==> src/rtl/cpu_pkg.sv <==
// Shared CPU definitions: RV32 opcodes, immediate-format codes (also used by imm_gen) and the canonical NOP.
package cpu_pkg;

   localparam logic [6:0] OP_LOAD   = 7'b0000011;
   localparam logic [6:0] OP_IMM    = 7'b0010011;
   localparam logic [6:0] OP_STORE  = 7'b0100011;
   localparam logic [6:0] OP_BRANCH = 7'b1100011;
   localparam logic [6:0] OP_LUI    = 7'b0110111;
   localparam logic [6:0] OP_AUIPC  = 7'b0010111;
   localparam logic [6:0] OP_JAL    = 7'b1101111;
   localparam logic [6:0] OP_JALR   = 7'b1100111;
   localparam logic [6:0] OP_REG    = 7'b0110011;
   localparam logic [6:0] OP_SYSTEM = 7'b1110011;

   localparam logic [2:0] IMM_I   = 3'b000;
   localparam logic [2:0] IMM_ISH = 3'b001;
   localparam logic [2:0] IMM_S   = 3'b010;
   localparam logic [2:0] IMM_B   = 3'b011;
   localparam logic [2:0] IMM_U   = 3'b100;
   localparam logic [2:0] IMM_J   = 3'b101;

   localparam logic [31:0] NOP = 32'h00000013;

endpackage

==> src/rtl/imm_sel_dec.sv <==
// Combinational opcode/funct3 -> immediate-format decoder.
// With ID_ILLEGAL_TRAP_EN defined it also flags opcodes outside the supported RV32I set.
module imm_sel_dec
   import cpu_pkg::*;
(
   input  logic [6:0] opcode,
   input  logic [2:0] funct3,
   output logic [2:0] imm_sel,
`ifdef ID_ILLEGAL_TRAP_EN
   output logic       illegal,
`endif
   output logic       imm_used
);

   always_comb begin
      imm_sel  = IMM_I;
      imm_used = 1'b1;
      case (opcode)
         OP_LOAD, OP_JALR: imm_sel = IMM_I;
         OP_IMM:           imm_sel = (funct3 == 3'b001 || funct3 == 3'b101) ? IMM_ISH : IMM_I;
         OP_STORE:         imm_sel = IMM_S;
         OP_BRANCH:        imm_sel = IMM_B;
         OP_LUI, OP_AUIPC: imm_sel = IMM_U;
         OP_JAL:           imm_sel = IMM_J;
         default:          imm_used = 1'b0;
      endcase
   end

`ifdef ID_ILLEGAL_TRAP_EN
   // Every legal opcode ends in 2'b11, so membership alone also covers the low-bit check.
   always_comb begin
      illegal = 1'b1;
      case (opcode)
         OP_REG, OP_IMM, OP_LOAD, OP_STORE, OP_BRANCH,
         OP_LUI, OP_AUIPC, OP_JAL, OP_JALR, OP_SYSTEM: illegal = 1'b0;
         default:                                      illegal = 1'b1;
      endcase
   end
`endif

endmodule

==> src/rtl/id_decode_buf.sv <==
// IF/ID 2-entry skid buffer with registered immediate-format decode feeding imm_gen.
// Optional macro ID_ILLEGAL_TRAP_EN adds the out_illegal output.
module id_decode_buf
   import cpu_pkg::*;
#(
   parameter int              XLEN     = 32,
   parameter logic [XLEN-1:0] NOP_INST = XLEN'(NOP)
) (
   input  logic            clk,
   input  logic            rst_n,
   input  logic            flush,
   input  logic            in_valid,
   output logic            in_ready,
   input  logic [XLEN-1:0] in_inst,
   input  logic [XLEN-1:0] in_pc,
   output logic            out_valid,
   input  logic            out_ready,
   output logic [XLEN-1:0] out_inst,
   output logic [XLEN-1:0] out_pc,
   output logic [2:0]      out_imm_sel,
`ifdef ID_ILLEGAL_TRAP_EN
   output logic            out_illegal,
`endif
   output logic            out_imm_used
);

   logic            accept;
   logic [2:0]      dec_imm_sel;
   logic            dec_imm_used;
   logic            skid_valid;
   logic [XLEN-1:0] skid_inst;
   logic [XLEN-1:0] skid_pc;
   logic [2:0]      skid_imm_sel;
   logic            skid_imm_used;
`ifdef ID_ILLEGAL_TRAP_EN
   logic            dec_illegal;
   logic            skid_illegal;
`endif

   assign accept = in_valid && in_ready;

   imm_sel_dec u_dec (
      .opcode   (in_inst[6:0]),
      .funct3   (in_inst[14:12]),
      .imm_sel  (dec_imm_sel),
`ifdef ID_ILLEGAL_TRAP_EN
      .illegal  (dec_illegal),
`endif
      .imm_used (dec_imm_used)
   );

   // in_ready tracks !skid_valid as a register, so out_ready never reaches it combinationally.
   always_ff @(posedge clk or negedge rst_n) begin
      if (!rst_n) begin
         out_valid     <= 1'b0;
         out_inst      <= NOP_INST;
         out_pc        <= '0;
         out_imm_sel   <= IMM_I;
         out_imm_used  <= 1'b0;
         skid_valid    <= 1'b0;
         skid_inst     <= NOP_INST;
         skid_pc       <= '0;
         skid_imm_sel  <= IMM_I;
         skid_imm_used <= 1'b0;
         in_ready      <= 1'b0;
`ifdef ID_ILLEGAL_TRAP_EN
         out_illegal   <= 1'b0;
         skid_illegal  <= 1'b0;
`endif
      end else if (flush) begin
         out_valid    <= 1'b0;
         out_inst     <= NOP_INST;
         out_imm_sel  <= IMM_I;
         out_imm_used <= 1'b0;
         skid_valid   <= 1'b0;
         in_ready     <= 1'b1;
`ifdef ID_ILLEGAL_TRAP_EN
         out_illegal  <= 1'b0;
`endif
      end else if (!out_valid || out_ready) begin
         in_ready <= 1'b1;
         // The skid entry is older than anything on the input, so it always drains first.
         if (skid_valid) begin
            out_valid    <= 1'b1;
            out_inst     <= skid_inst;
            out_pc       <= skid_pc;
            out_imm_sel  <= skid_imm_sel;
            out_imm_used <= skid_imm_used;
            skid_valid   <= 1'b0;
`ifdef ID_ILLEGAL_TRAP_EN
            out_illegal  <= skid_illegal;
`endif
         end else if (accept) begin
            out_valid    <= 1'b1;
            out_inst     <= in_inst;
            out_pc       <= in_pc;
            out_imm_sel  <= dec_imm_sel;
            out_imm_used <= dec_imm_used;
`ifdef ID_ILLEGAL_TRAP_EN
            out_illegal  <= dec_illegal;
`endif
         end else begin
            out_valid    <= 1'b0;
            out_inst     <= NOP_INST;
            out_imm_sel  <= IMM_I;
            out_imm_used <= 1'b0;
`ifdef ID_ILLEGAL_TRAP_EN
            out_illegal  <= 1'b0;
`endif
         end
      end else if (accept) begin
         skid_valid    <= 1'b1;
         skid_inst     <= in_inst;
         skid_pc       <= in_pc;
         skid_imm_sel  <= dec_imm_sel;
         skid_imm_used <= dec_imm_used;
         in_ready      <= 1'b0;
`ifdef ID_ILLEGAL_TRAP_EN
         skid_illegal  <= dec_illegal;
`endif
      end
   end

endmodule

==> config.mk <==
export PLATFORM = sky130hd
export DESIGN_NAME = id_decode_buf
export DESIGN_NICKNAME = d
export VERILOG_FILES = /design/src/rtl/cpu_pkg.sv /design/src/rtl/imm_sel_dec.sv /design/src/rtl/id_decode_buf.sv
export SDC_FILE = /design/constraint.sdc
export NUM_CORES = 1
export LEC_CHECK = 0
export BUFFER_PORTS_ARGS = -buffer_cell sky130_fd_sc_hd__buf_4
export CAP_MARGIN = 20
export CORE_ASPECT_RATIO = 0.8
export CORE_MARGIN = 2
export CORE_UTILIZATION = 48
export CTS_CLUSTER_SIZE = 28
export DETAILED_ROUTE_END_ITERATION = 10
export HOLD_SLACK_MARGIN = 0.08
export PLACE_DENSITY = 0.76
export SKIP_CTS_REPAIR_TIMING = 1
export SYNTH_ARGS = -nofsm -noshare
export SYNTH_HDL_FRONTEND = slang
export SYNTH_SLANG_ARGS = --single-unit
export TNS_END_PERCENT = 100
==> constraint.sdc <==
create_clock -name clk -period 1.5 [get_ports clk]
set_input_delay 0.15 -clock clk [delete_from_list [all_inputs] [get_ports clk]]
set_output_delay 0.15 -clock clk [all_outputs]
set_load 0.005 [all_outputs]
Word-level counts from Yosys, hierarchy flattened:

Cells that the tools add are included.

* multiplexer cells: 27
* reduce and logical (&&, ||, !) cells: 11
* equal/unequal tests: 10
* bitwise logic cells: 2
* divide/modulo/power cells: 0
* multiply operators: 0
* order comparisons: 0
* shift operators: 0
* $add $sub $neg: 0

Operators by type and width (number)
* 32-bit two-way mux: 6
* 7-bit equality test, second input constant: 3
* 1-bit two-way mux: 16
* 3-bit one-hot mux with 5 select lines: 1
* 7-bit by 5-bit equality test with 1-bit output, second input constant: 2
* 7-bit by 6-bit equality test with 1-bit output, second input constant: 2
* 3-bit two-way mux: 4
* 8-bit OR reduction: 1
* 7-bit by 2-bit equality test with 1-bit output, second input constant: 1
* 3-bit AND reduction: 2
* 2-bit nonzero test: 2
* 3-bit by 1-bit equality test with 1-bit output, second input constant: 1
* 3-bit equality test, second input constant: 1
* 3-bit nonzero test: 1
* 1-bit logical OR: 2
* 1-bit inverter: 2
* 2-bit OR reduction: 1
* 1-bit logical AND: 1
* 1-bit logical NOT: 1

* flip-flop bits (word level): 139
* word-level logic and storage cells: 61
* bits in writable memories: 0
* latch bits: 0
* memories kept: 0
* bits in read-only memories: 0

Logic depth before layout (Yosys ltp):

Gate-level depths: netlist of run 1.

* depth in word-level cells: 8
* mapped depth: 7
* gate-level depth less buffers: 4

Modules after synthesis:

From an unflattened synthesis of run 1, not the netlist that was laid out.

* cells, all modules: 434
* area, all modules: 5988.2 um^2

Modules (own cells, without submodules)
* id_decode_buf: instances 1, area each 5861.9 um^2, cells an instance 416
* imm_sel_dec: instances 1, area each 126.4 um^2, cells an instance 18

Worst setup path after synthesis of run 1:

OpenSTA, ideal clock, no wires.

* path type: flip-flop to flip-flop
* from: reg out_valid
* to: reg out_pc[14]
* data arrival time: 1.372 ns
* stages on the path, launching flop included: 7
* setup slack: -0.006 ns
* path through: dfrtp_1 -> nor2b_1 -> or3_1 -> buf_2 -> clkbuf_1 -> nand2_1 -> o21ai_0

* word-level cells in the longest chain between the ends: 3

Ends and longest elaborated chain
* from (decl): line id_decode_buf.sv:16 `output logic out_valid,`
* from (signal assigned): line id_decode_buf.sv:55 `out_valid <= 1'b0;`
* from (signal assigned): line id_decode_buf.sv:71 `out_valid <= 1'b0;`
* from (signal assigned): line id_decode_buf.sv:84 `out_valid <= 1'b1;`
* 1-bit logical NOT: line id_decode_buf.sv:80 `end else if (!out_valid || out_ready) begin`
* 1-bit logical OR: line id_decode_buf.sv:80
* 3-bit AND reduction (no line)
* to (signal assigned): line id_decode_buf.sv:86 `out_pc <= skid_pc;`
* to (signal assigned): line id_decode_buf.sv:96 `out_pc <= in_pc;`
* to (decl): line id_decode_buf.sv:19 `output logic [XLEN-1:0] out_pc,`

Every way passes these cells.
A chain may end at the register's enable or synchronous reset.

Worst setup path after layout of run 1:

* from: reg out_valid
* to: reg out_pc[18]

The elaborated chain is that of the path after synthesis.

==> impl_metrics.py, run 1 <==
metrics = {
    "timing": {
        "hold_viol": 0,
        "tightest_slew_ns": 0.414,
        "whs_ns": 0.102,
        "finalMaxSlewViolations": 0,
        "post-route-min-period_ns": 1.46,
        "rsz0062_at_grt": "true",
        "fin_skew_ns": 0.00955,
        "setup-violations-final": 0,
        "timing.final.crit_share": 0.970,
        "max_freq_mhz": 687,
        "relSlewSlack": 0.724,
    },
    "routing": {
        "totalWireLength_mm": 14.7,
        "wl_per_cell_um": 17.2,
        "first_iter_violations": 325,
        "drc_errors": 0,
        "firstDrtPassIters": 5,
        "ant_nets": 0,
        "vias": 4639,
        "via_per_inst": 5.44,
    },
    "worst_setup_path": {
        "crit_buf_inv": 1,
        "reg2reg_from": "out_valid$_DFFE_PN0N_",
        "endpoint_kind": "flop",
        "slowest_delay_ns": 0.41,
        "worstPathCellList": "nor2b_1, or3_4, buf_12, nand2_1, o21ai_0",
        "cp_max_fo": 32,
        "worstSetupStartpointType": "flop",
        "path_class": "reg -> reg",
        "reg2reg_to": "out_pc[18]$_DFFE_PN0P_",
        "arrival_ns": 1.73,
        "cp.required_ns": 1.77,
        "r2r_cells": 5,
        "crit_slowest_cell": "or3_4",
        "reg2reg_slack_ns": 0.04,
        "cp_top_family": "simple AND/OR/NAND/NOR gates",
    },
    "clocking": {
        "cts_tree": "done",
        "cts_sinks": 139,
        "cts.path.max_buffers": 2,
        "cts.htree.levels": 4,
        "clkSlewWorstSetupHoldPaths_ns": 0.06,
        "clockRootBuffer": "clkbuf_16",
        "clk_latency_ns": 0.41,
        "numCtsBuffers": 17,
    },
    "global_routing": {
        "grt_max_degree": 65,
        "grt_pass1_wl_mm": 21.9,
        "antenna_found_initial": 0,
        "track_usage": 0.217,
        "grt_pass1_vias": 4397,
        "grt_overflow_total": 0,
    },
    "yosys": {
        "synth_mux_area_frac": 0.184,
        "synth_fa_ha_area_frac": 0,
        "yosys_warnings": 0,
        "syn_area_per_cell_um2": 12.0,
        "synth_nets": 551,
        "synth.distinct_cells": 31,
        "synth_top_family_by_area": "multiplexers",
        "synth_seq_area_share": 0.600,
        "netlist_area_mm2": 0.00581,
        "synth.ff_latch_count": 139,
        "netlist_instances": 482,
        "synth_compound_area_frac": 0.112,
        "synth-simple-area-share": 0.0761,
        "synth_xor_area_frac": 0.00151,
    },
    "die": {
        "rows": 35,
        "design.die.area_mm2": 0.0130,
        "io_pins": 139,
        "core_mm2": 0.0116,
        "start_util": 0.498,
        "die_width_um": 127,
        "die_h_um": 102,
    },
    "layout": {
        "final_cell_mix": "150 x buf_4, 132 x dfrtp_1, 67 x nand2_1",
        "mostFrequentLayoutCell": "buf_4",
        "layout.nets": 761,
        "fin_util": 0.722,
        "syn_to_final_growth_pct": 44.9,
        "diodes": 0,
        "drive_above_1_share": 0.377,
    },
    "pwr": {
        "ir_drop_uv": 757,
        "powerDensity_mw_per_mm2": 1250,
        "power_leakage_nw": 3.85,
    },
    "outcome": {
        "status": "complete, no violations",
    },
    "placed_design": {
        "port-buffer-count": 138,
        "gp_congestion": 0.777,
        "post-dp-hpwl_mm": 9.10,
    },
    "min_path": {
        "holdCritPathClass": "in -> reg",
        "hold_start": "flush",
        "hold_path_end": "skid_valid$_DFFE_PN0P_",
        "hold-path-cell-count": 3,
    },
    "job": {
        "cap_violations": 0,
    },
}
[per-stage QoR]
stage	setup slack, ns	power, W	cells	area (um^2)	TNS (ns)
floorplan	0.0288	0.00546	482	5810	0
global placement	0.0209	0.00616	754	7120	0
detailed placement	-0.0722	0.00627	754	7120	-1.02
CTS	-0.0939	0.0104	786	7720	-1.26
global route	-0.0156	0.0109	853	8410	-0.119
finish	0.0449	0.0105	853	8410	0
[layout make-up]
cell class | count | area [um^2]
fillers | 802 | 3230
repair buffers | 225 | 1950
well taps | 148 | 185
multi-input cells | 308 | 2190
flip-flops and latches | 139 | 3490
clock inverters | 9 | 86.3
inverters | 1 | 3.75
clock buffers | 23 | 508
[worst max path at each step]
| stage | start | to | depth (start not counted) | slack [ns] |
|---|---|---|---|---|
| after global placement | out_valid$_DFFE_PN0N_ | out_pc[16]$_DFFE_PN0P_ | 5 | 0.02 |
| after CTS | out_valid$_DFFE_PN0N_ | out_pc[25]$_DFFE_PN0P_ | 4 | -0.09 |
| after floorplan | out_valid$_DFFE_PN0N_ | out_pc[22]$_DFFE_PN0P_ | 6 | 0.03 |
| after detailed placement | out_valid$_DFFE_PN0N_ | out_pc[2]$_DFFE_PN0P_ | 4 | -0.07 |
| final | out_valid$_DFFE_PN0N_ | out_pc[18]$_DFFE_PN0P_ | 5 | 0.04 |
| after global routing | out_valid$_DFFE_PN0N_ | out_pc[15]$_DFFE_PN0P_ | 5 | -0.02 |
[per-layer routing]
metal / vias up / share of wire / track usage
met1: 2341 / 0.44 / 0.296
met4: 0 / 0.014 / 0.0735
met2: 143 / 0.50 / 0.354
met5: - / 0 / 0
li1: 2131 / - / -
met3: 24 / 0.043 / 0.0424
[worst min-delay path: cells and delay by family]
kind | cells | cell delay, ns
simple gates | 1 | 0.06
buf+inv | 2 | 0.26
[power by group]
group / leakage [nW] / switching [W] / internal [W]
clock network: 0.279 / 0.00158 / 0.00254
logic: 1.83 / 0.000646 / 0.000980
registers: 1.74 / 0.000347 / 0.00442
[flip-flops by register name, indices dropped and copies added (netlist names), 3 cells and up]
| register | cells |
|---|---|
| out_inst | 32 |
| out_pc | 32 |
| skid_inst | 32 |
| skid_pc | 32 |
| out_imm_sel | 3 |
| skid_imm_sel | 3 |
[logic make-up after synthesis]
group	after synthesis
compound gates	112
buf+inv	35
mux	99
simple gates	96
flops	139
xor+xnor	1
[cell usage after synthesis]
cell type | count | share of area
nor4_1 | 1 | 0.0011
nor3b_4 | 1 | 0.0032
nand4_1 | 1 | 0.0011
a31oi_1 | 5 | 0.0054
dfstp_2 | 6 | 0.027
a21oi_1 | 5 | 0.0043
and4b_1 | 1 | 0.0017
and3_1 | 5 | 0.0054
nand2_1 | 67 | 0.043
buf_2 | 13 | 0.011
o22ai_1 | 3 | 0.0032
or3_1 | 1 | 0.0011
a22oi_1 | 29 | 0.038
nor2_1 | 5 | 0.0032
o21ai_1 | 4 | 0.0034
nand2b_1 | 6 | 0.0065
xnor2_1 | 1 | 0.0015
a32oi_1 | 1 | 0.0015
nand3_2 | 1 | 0.0017
a2bb2oi_1 | 1 | 0.0015
dfrtp_1 | 133 | 0.57
mux2_2 | 64 | 0.12
and3b_1 | 1 | 0.0015
or2_1 | 1 | 0.0011
nor3_1 | 2 | 0.0017
o21ai_0 | 64 | 0.055
nor3b_1 | 1 | 0.0013
mux2i_1 | 35 | 0.060
nor2b_1 | 2 | 0.0022
inv_1 | 1 | 0.00065
clkbuf_1 | 21 | 0.014
(Power assumes the default switching activity.)
==> run 2, diff against run 1 <==
- CORE_UTILIZATION: 48 -> 28
- PLACE_DENSITY: 0.76 -> default
- SYNTH_HIERARCHICAL: default -> 1
==> run 2 against run 1 <==
  * The flow now finishes with violations (DRC, setup timing)
  * Total power up 4.4%
  * Non-clock buffer count up 9
  * Synthesized area grew 3.1%
  * Final cell count increased by 11%
==> impl_metrics.py, run 2 <==
metrics = {
    "die": {
        "io_pins": 139,
        "core_mm2": 0.0208,
        "die_h_um": 135,
        "design.die.area_mm2": 0.0226,
        "die_width_um": 168,
        "rows": 47,
        "start_util": 0.288,
    },
    "yosys": {
        "synth-edff-count": 0,
        "ys_top_cells_by_count": "133 x dfrtp_1, 112 x mux2_2, 36 x mux2i_1",
        "netlist_instances": 434,
        "synth.ff_latch_count": 139,
        "async_flop_share": 1.00,
        "synthTopCellsByArea": "dfrtp_1 56%, mux2_2 21%, mux2i_1 6.0%, mux2_1 3.8%, o21ai_0 2.7%",
        "synth_nets": 503,
        "netlist_area_mm2": 0.00599,
        "synth.largest_area_cell": "dfrtp_1",
        "synth-main-ff-cell": "dfrtp_1",
        "synth.distinct_cells": 33,
        "synth_top_area_share": 0.556,
        "yosys_warnings": 6,
        "syn_area_per_cell_um2": 13.8,
        "synth_seq_area_share": 0.582,
        "post-synth-top-count-cell": "dfrtp_1",
    },
    "routing": {
        "vias": 4280,
        "totalWireLength_mm": 16.0,
        "drc_errors": 10,
        "first_iter_violations": 205,
        "via_per_inst": 4.53,
        "firstDrtPassIters": 8,
        "ant_nets": 0,
        "wl_per_cell_um": 16.9,
    },
    "clocking": {
        "cts_tree": "done",
        "cts_sinks": 139,
        "clockRootBuffer": "clkbuf_16",
        "cts.path.max_buffers": 2,
        "clk_latency_ns": 0.42,
        "cts.htree.levels": 4,
        "numCtsBuffers": 17,
        "clkSlewWorstSetupHoldPaths_ns": 0.06,
    },
    "global_routing": {
        "grt_overflow_total": 0,
        "grt.met3_usage": 0.0393,
        "met1_usage": 0.165,
        "grt-busiest-layer": "met2",
        "antenna_found_initial": 0,
        "grt_pass1_vias": 4282,
        "grt_pass1_wl_mm": 22.8,
        "track_usage": 0.131,
        "grt_max_degree": 39,
        "met2_usage": 0.214,
    },
    "outcome": {
        "violations": "DRC, setup timing",
        "status": "complete, but fails checks",
    },
    "layout": {
        "layout.nets": 731,
        "fin_area_mm2": 0.00914,
        "final_cell_mix": "148 x buf_4, 132 x dfrtp_1, 81 x mux2_2",
        "mostFrequentLayoutCell": "buf_4",
        "instances_no_fill": 944,
        "drive_above_1_share": 0.508,
        "nFillCells": 1921,
        "syn_to_final_growth_pct": 52.7,
        "diodes": 0,
    },
    "pwr": {
        "power_leakage_nw": 4.04,
        "ir_drop_uv": 619,
        "powerDensity_mw_per_mm2": 1200,
    },
    "timing": {
        "relSlewSlack": 0.723,
        "setup_slack_ns": -0.0649,
        "max_freq_mhz": 639,
        "post-route-min-period_ns": 1.56,
        "finalMaxSlewViolations": 0,
        "rsz0062_at_grt": "true",
        "timing.final.crit_share": 1.04,
        "hold_viol": 0,
        "setup-violations-final": 92,
        "fin_skew_ns": 0.00840,
        "tightest_slew_ns": 0.416,
        "finalSetupTns_ns": -2.59,
    },
    "placed_design": {
        "dp.cells": 837,
        "gp_congestion": 0.746,
        "post-dp-hpwl_mm": 10.0,
        "port-buffer-count": 138,
        "placed_cell_area_mm2": 0.00755,
        "pre_cts_ws_ns": -0.102,
    },
    "worst_setup_path": {
        "cp_max_fo": 6,
        "cp.required_ns": 1.80,
        "arrival_ns": 1.86,
        "path_class": "in -> reg",
        "endpoint_kind": "flop",
        "worstSetupStartpointType": "primary input",
    },
    "min_path": {
        "holdCritPathClass": "in -> reg",
    },
    "job": {
        "cap_violations": 0,
    },
}
-- run 2: layer usage --
layer / up-vias / routed length (um)
met2: 96 / 7890
li1: 2004 / -
met5: - / 0
met3: 7 / 623
met1: 2173 / 7340
met4: 0 / 122
-- run 2: report_power, final --
part,total [W],internal [W],switching [W]
registers,0.00492,0.00452,0.000401
logic,0.00205,0.00137,0.000683
clock network,0.00401,0.00241,0.00160
-- run 2: cell type report --
class | instances | area (um^2) | share of cell area
Clock buffer | 22 | 474 | 0.0519
Clock inverter | 10 | 92.6 | 0.0101
Inverter | 3 | 11.3 | 0.00123
Multi-Input combinational cell | 267 | 2550 | 0.279
Sequential cell | 139 | 3490 | 0.382
Tap cell | 269 | 337 | 0.0368
Timing Repair Buffer | 234 | 2190 | 0.239
-- run 2: stage by stage --
stage                util  total power (W)  hold WS (ns)
finish              0.439           0.0110        0.0484
floorplan               -          0.00570        -0.146
global route        0.439           0.0115        0.0264
CTS                 0.390           0.0107        -0.361
global placement    0.363          0.00650        0.0807
detailed placement  0.363          0.00664        0.0877
-- run 2: kinds of logic after synthesis --
family | synth area share
AO/OA/AOI/OAI | 0.0374
buffers and inverters | 0.0234
flip-flops | 0.582
AND/OR/NAND/NOR | 0.0487
multiplexers | 0.308
-- run 2: final timing paths --
path	startpoint	cells past startpoint	to	slack [ns]
max	in_valid	7	out_pc[14]$_DFFE_PN0P_	-0.06
min	in_inst[3]	2	skid_inst[3]$_DFFE_PN0P_	0.05
max reg2reg	skid_valid$_DFFE_PN0P_	4	out_pc[28]$_DFFE_PN0P_	-0.05
min reg2reg	out_imm_used$_DFFE_PN0P_	2	out_imm_used$_DFFE_PN0P_	0.48
max in group asynchronous	rst_n	3	out_pc[17]$_DFFE_PN0P_	0.72
min in group asynchronous	rst_n	2	out_pc[26]$_DFFE_PN0P_	0.24
-- run 2: worst max-delay path: stages --
cell	delay [ns]
buf_4	0.10
dlygate4sd3_1	0.61
a21oi_2	0.12
nor3_4	0.21
buf_6	0.18
clkbuf_16	0.17
mux2_2	0.33
